[src/rtl/multi_spi_sensor_poller.sv]
// Round-robin read-only SPI poller: shared SCLK, per-channel CS_n/MISO,
// results latched per channel, one-shot or continuous sweeps.
module multi_spi_sensor_poller #(
  parameter int NUM_CH      = 4,
  parameter int DATA_W      = 16,
  parameter int CLK_DIV     = 25,
  parameter int POLL_PERIOD = 11_000_000
) (
  input  logic                     clk,
  input  logic                     reset,
  input  logic                     enable,
  input  logic                     start,
  input  logic                     mode_cont,
  input  logic [NUM_CH-1:0]        miso,
  output logic                     sclk,
  output logic [NUM_CH-1:0]        cs_n,
  output logic [NUM_CH*DATA_W-1:0] data_out,
  output logic [NUM_CH-1:0]        data_valid,
  output logic                     new_data,
  output logic                     frame_done,
  output logic                     busy
);

  localparam int CW  = (CLK_DIV > 1) ? $clog2(CLK_DIV) : 1;
  localparam int BW  = $clog2(DATA_W);
  localparam int CHW = (NUM_CH > 1) ? $clog2(NUM_CH) : 1;
  localparam int WW  = (POLL_PERIOD > 1) ? $clog2(POLL_PERIOD) : 1;

  typedef enum logic [2:0] {
    IDLE, SETUP, SHIFT, HOLD, STORE, WAIT
  } state_t;

  state_t                   state_q;
  logic [CW-1:0]            cnt_q;
  logic [BW-1:0]            bit_q;
  logic [CHW-1:0]           ch_q;
  logic [WW-1:0]            wait_q;
  logic [DATA_W-1:0]        sh_q;
  logic                     sclk_q;
  logic [NUM_CH-1:0]        cs_n_q;
  logic [NUM_CH*DATA_W-1:0] data_q;
  logic [NUM_CH-1:0]        valid_q;
  logic                     new_q;
  logic                     done_q;
  logic                     busy_q;

  logic           cnt_done_d;
  logic           bit_last_d;
  logic           ch_last_d;
  logic           wait_done_d;
  logic [CHW-1:0] ch_d;

  always_comb begin
    cnt_done_d  = (cnt_q == CW'(CLK_DIV - 1));
    bit_last_d  = (bit_q == BW'(DATA_W - 1));
    ch_last_d   = (ch_q == CHW'(NUM_CH - 1));
    wait_done_d = (wait_q == WW'(POLL_PERIOD - 1));
    ch_d        = ch_q + 1'b1;
  end

  always_ff @(posedge clk) begin
    if (reset) begin
      state_q <= IDLE;
      cnt_q   <= '0;
      bit_q   <= '0;
      ch_q    <= '0;
      wait_q  <= '0;
      sh_q    <= '0;
      sclk_q  <= 1'b0;
      cs_n_q  <= '1;
      data_q  <= '0;
      valid_q <= '0;
      new_q   <= 1'b0;
      done_q  <= 1'b0;
      busy_q  <= 1'b0;
    end else if (!enable) begin
      // Abort: partial frame dropped, latched results kept
      state_q <= IDLE;
      sclk_q  <= 1'b0;
      cs_n_q  <= '1;
      new_q   <= 1'b0;
      done_q  <= 1'b0;
      busy_q  <= 1'b0;
    end else begin
      new_q  <= 1'b0;
      done_q <= 1'b0;
      unique case (state_q)
        IDLE: begin
          if (start) begin
            state_q <= SETUP;
            ch_q    <= '0;
            cnt_q   <= '0;
            cs_n_q  <= ~NUM_CH'(1);
            busy_q  <= 1'b1;
          end
        end
        SETUP: begin
          if (cnt_done_d) begin
            state_q <= SHIFT;
            cnt_q   <= '0;
            bit_q   <= '0;
          end else begin
            cnt_q <= cnt_q + 1'b1;
          end
        end
        SHIFT: begin
          if (sclk_q && cnt_q == '0) begin
            sh_q <= {sh_q[DATA_W-2:0], miso[ch_q]};
          end
          if (cnt_done_d) begin
            cnt_q <= '0;
            if (!sclk_q) begin
              sclk_q <= 1'b1;
            end else begin
              sclk_q <= 1'b0;
              if (bit_last_d) begin
                state_q <= HOLD;
              end else begin
                bit_q <= bit_q + 1'b1;
              end
            end
          end else begin
            cnt_q <= cnt_q + 1'b1;
          end
        end
        HOLD: begin
          if (cnt_done_d) begin
            state_q <= STORE;
            cnt_q   <= '0;
            cs_n_q  <= '1;
            data_q[ch_q*DATA_W +: DATA_W] <= sh_q;
            valid_q[ch_q] <= 1'b1;
            new_q   <= 1'b1;
            done_q  <= ch_last_d;
          end else begin
            cnt_q <= cnt_q + 1'b1;
          end
        end
        STORE: begin
          if (!ch_last_d) begin
            state_q <= SETUP;
            ch_q    <= ch_d;
            cs_n_q  <= ~(NUM_CH'(1) << ch_d);
          end else if (mode_cont) begin
            state_q <= WAIT;
            wait_q  <= '0;
          end else begin
            state_q <= IDLE;
            busy_q  <= 1'b0;
          end
        end
        WAIT: begin
          if (!mode_cont) begin
            state_q <= IDLE;
            busy_q  <= 1'b0;
          end else if (wait_done_d) begin
            state_q <= SETUP;
            ch_q    <= '0;
            cnt_q   <= '0;
            cs_n_q  <= ~NUM_CH'(1);
          end else begin
            wait_q <= wait_q + 1'b1;
          end
        end
        default: begin
          state_q <= IDLE;
          busy_q  <= 1'b0;
        end
      endcase
    end
  end

  assign sclk       = sclk_q;
  assign cs_n       = cs_n_q;
  assign data_out   = data_q;
  assign data_valid = valid_q;
  assign new_data   = new_q;
  assign frame_done = done_q;
  assign busy       = busy_q;

endmodule

[config.mk]
export PLATFORM = sky130hd
export DESIGN_NAME = multi_spi_sensor_poller
export DESIGN_NICKNAME = d
export VERILOG_FILES = /design/src/rtl/multi_spi_sensor_poller.sv
export SDC_FILE = /design/constraint.sdc
export NUM_CORES = 1
export LEC_CHECK = 0
export CORE_ASPECT_RATIO = 1.75
export CORE_MARGIN = 8
export CORE_UTILIZATION = 58
export DETAILED_ROUTE_END_ITERATION = 6
export HOLD_SLACK_MARGIN = 0.15
export PLACE_DENSITY = 0.93
export SLEW_MARGIN = 15
export SYNTH_ARGS = -nofsm -noshare
export SYNTH_HDL_FRONTEND = slang
export SYNTH_SLANG_ARGS = --single-unit
[constraint.sdc]
create_clock -name clk -period 3.2 [get_ports clk]
set_input_delay 0.64 -clock clk [delete_from_list [all_inputs] [get_ports clk]]
set_output_delay 0.64 -clock clk [all_outputs]
set_load 0.01 [all_outputs]
==> impl_results.md <==
* Status: finished with violations
* Failing checks: design-rule violations
* Tcrit/Tclk final at roughly 86%
* Worst hold path type: register to register
* Final-stage net count at 776
* Mean Syn Cell Area at ~8.4 µm²
* Synthesized Nets at ~700
* First-pass GRT wire length at 29700 µm
* Setup-failing EPs final at 0
* Initial antenna violation count at 0
* Clk_skew at roughly 0.0068 ns
* Area share of fa/ha/maj cells after synthesis at between 2 and 3%
* FP Rows at between 40 and 50
* Layout cells sized above 1 at 7.81%
* Port bufs at between 80 and 90
* CTS Buffer Depth at 2
* Vias per cell at 6.53
* Pre-CTS WS at about 0.36 ns
* WL final at approximately 18000 µm
* VDD IR max at roughly 0.00047 V
* Post-synth EDFFs at 0
* Post-synthesis simple-gate area fraction at between 20% and 30%
* Worst EP arrival at 3.10 ns
* Root Driver: clkbuf_16
* GRT overflow at 0
* DR vias at roughly 6000
* Yosys reg bits at between 100 and 150
* Final Util at between 70% and 80%
* Crit Path Category: register to register
* Synth Instances at 686
* Commonest cells after routing, fill and taps aside: dfxtp_1 (130), nand2_1 (106), a21oi_1 (85)
* Comb power frac at approximately 2.5%
* Pleak at 0.00247 µW
* Top cell type's share of synthesized area at between 40% and 50%
* Core Box Area at ~9700 µm²
* Detail-routed net length per standard cell at 20.2 µm
* FF-to-FF path depth at 6
* Antenna cells at 0
* Storage element area at about 2600 µm²
* CTS Hold Buffers Added at 0
* WP data required at 3.54 ns
* FF-to-FF setup slack at 0.43 ns
* Hold path cells at 2
* PD cells at 501 nW/µm²
* DIE AREA at ~13000 µm²
* Sequential element share of the synthesized area at around 45%
* Total routing usage reported by global routing at a little over a quarter
* Top cells by area, synth: dfxtp_1 (45%), a21oi_1 (7.5%), nand2_1 (6.9%), nand3_1 (5.8%), a31oi_1 (2.6%)
* Reg power frac at between 40 and 50%
* Clk Latency, worst-skew pair at 0.42 ns
* ANT nets after route at 0
* Htree depth at 4
* Postcts setup bufs at 0
* Resized Gates After CTS at 0
* Slowest cell on crit path: o21ai_1
* DRC viols at 1
* Sw Ratio at about 22%
* Max_cap viols at 0
* RD Place Congestion at between 0.9 and 1
* Synth cell types at 57
* TritonCTS buffer count at 17
* Final TNS setup at 0 ns
* Synth async-reset ratio at 0%
* Largest area contributor in the netlist: dfxtp_1
* DPL Wire Length at ~12000 µm
* CP max stage delay at 0.76 ns
* Worst Hold Slack at 0.455 ns
* Relative slew slack at 23.4%
* Detailed Route Iter0 Violations at approximately 610
* Crit. End Element: register
* CP max FO at 13
* Internal Pwr Total at 2810 µW
* Area growth syn-to-layout at 26.0%
* FMAX at roughly 360 MHz
* Starting density of the core at 59.0%
* CP startpoint kind: register
* Crit path cell chain: or4b_1 > or3_1 > o21ai_1 > nand2_1 > buf_4 > a31oi_1
* Total clock sinks at 130
* PnR Total Power at between 3000 and 4000 µW
* Sw power at between 800 and 900 µW
* TritonRoute pass-1 iters at 7
* Synthesized area at between 5000 and 6000 µm²
* Post-synthesis mux area share at approximately 2.0%
* Fillers at 657
* Final hold vios at 0
* Slew @ Worst Pin at 1.15 ns
* Dominant synthesized flop cell: dfxtp_1
* Multi-input gate area in the final layout at roughly 2900 µm²
* Clock Power Share at between 50 and 60%
* Syn. warnings at 0
* CTS tree: built
* Xor-xnor portion of the synthesized cell area at less than 1%
* Die Ht at ~150 µm
* Clock transition at path regs at approximately 0.06 ns
* Most common cell after layout, fill and taps aside: dfxtp_1
* Max Slew Vio Count at 0
* Pin count of the biggest net entering global routing at 60
* IO Pins at 85
* Final min period at around 2.8 ns
* RSZ-0062 raised after global routing: no
* Synth Area in Compound Gates at between 15 and 20%
* Post-route worst setup slack at approximately 0.43 ns
* Die X at ~90 µm
* Main combinational cell family by area after synthesis: simple AND/OR/NAND/NOR gates
* Vias in the first global route at 5817
-- sequential cells by signal, summed over array words and instances (netlist names) --
| register | flops |
|---|---|
| data_valid | 4 |
| sh_q | 16 |
| busy | 1 |
| ch_q | 2 |
| sclk | 1 |
| new_data | 1 |
| data_out | 64 |
| cs_n | 4 |
| wait_q | 24 |
| frame_done | 1 |
| cnt_q | 5 |
| state_q | 3 |
| bit_q | 4 |
-- final cells by class --
| cell class | count | area share (%) |
|---|---|---|
| clock inverter | 14 | 2.15 |
| clock buffer | 18 | 5.94 |
| timing repair buffer | 98 | 13.0 |
| multi-input combinational | 492 | 39.9 |
| tap | 125 | 2.16 |
| inverter | 16 | 0.831 |
| sequential | 130 | 36.0 |
-- per-layer routing --
layer | global-route usage [%] | wire length [µm] | part of all wire (%)
met2 | 49.6 | 9600 | 53
met1 | 25.1 | 6050 | 33
met5 | 0 | 0 | 0
met4 | 17.9 | 1140 | 6.3
met3 | 8.02 | 1290 | 7.1
-- worst max-delay path, delay by kind of cell, from the launching register on --
kind	cells	cell delay, ns
buffers and inverters	1	0.22
and+or+nand+nor	3	1.15
DFF	1	0.36
AOI/OAI and AO/OA	2	0.95
-- power groups by stage --
stage	combinational, µW	clock [µW]	sequential, µW
after global placement	82.4	0	1660
after floorplan	54.4	0	1660
after CTS	87.3	1920	1620
after global routing	96.1	1990	1620
after detailed placement	85.5	0	1660
final	89.8	1910	1620
-- cell families (layout without fill, tap and decap cells) --
| kind of cell | after synthesis | count (layout) |
|---|---|---|
| flip-flops | 130 | 130 |
| XOR/XNOR | 2 | 2 |
| adder cells (fa/ha/maj) | 12 | 12 |
| multiplexers | 10 | 10 |
| AO/OA/AOI/OAI | 167 | 167 |
| AND/OR/NAND/NOR | 301 | 301 |
| buffers and inverters | 64 | 146 |
-- cells in the mapped netlist, types with 3 or more instances --
library cell and number:
nor4_1 3, o21ai_1 3, a211oi_1 4, a21oi_1 86
nand2b_1 8, nor3_1 10, nor2_1 23, o21ai_0 8
nand4_1 13, nor2b_1 3, nand2_1 106, buf_2 12
inv_1 16, nor3b_1 5, nand3_1 67, ha_1 12
or3_1 7, or2_2 3, and3_1 14, dfxtp_1 130
and4_1 3, nor4b_1 4, a31oi_1 24, a22o_1 16
mux2i_1 8, o31ai_1 4, clkbuf_1 36, a41oi_1 4
or4_1 5, and2_1 9, a22oi_1 3
-- final timing paths --
check	start	end
setup / recovery	wait_q[9]	wait_q[9]
hold / removal	data_out[5]	data_out[5]
setup reg to reg	wait_q[9]	wait_q[9]
hold reg to reg	data_out[5]	data_out[5]
-- through the flow --
| step | cells | area [µm²] |
|---|---|---|
| after floorplan | 686 | 5740 |
| after global placement | 861 | 6640 |
| after detailed placement | 861 | 6640 |
| after CTS | 893 | 7220 |
| after global routing | 893 | 7230 |
| final | 893 | 7230 |
No activity file was read; power rests on OpenSTA's default activity.
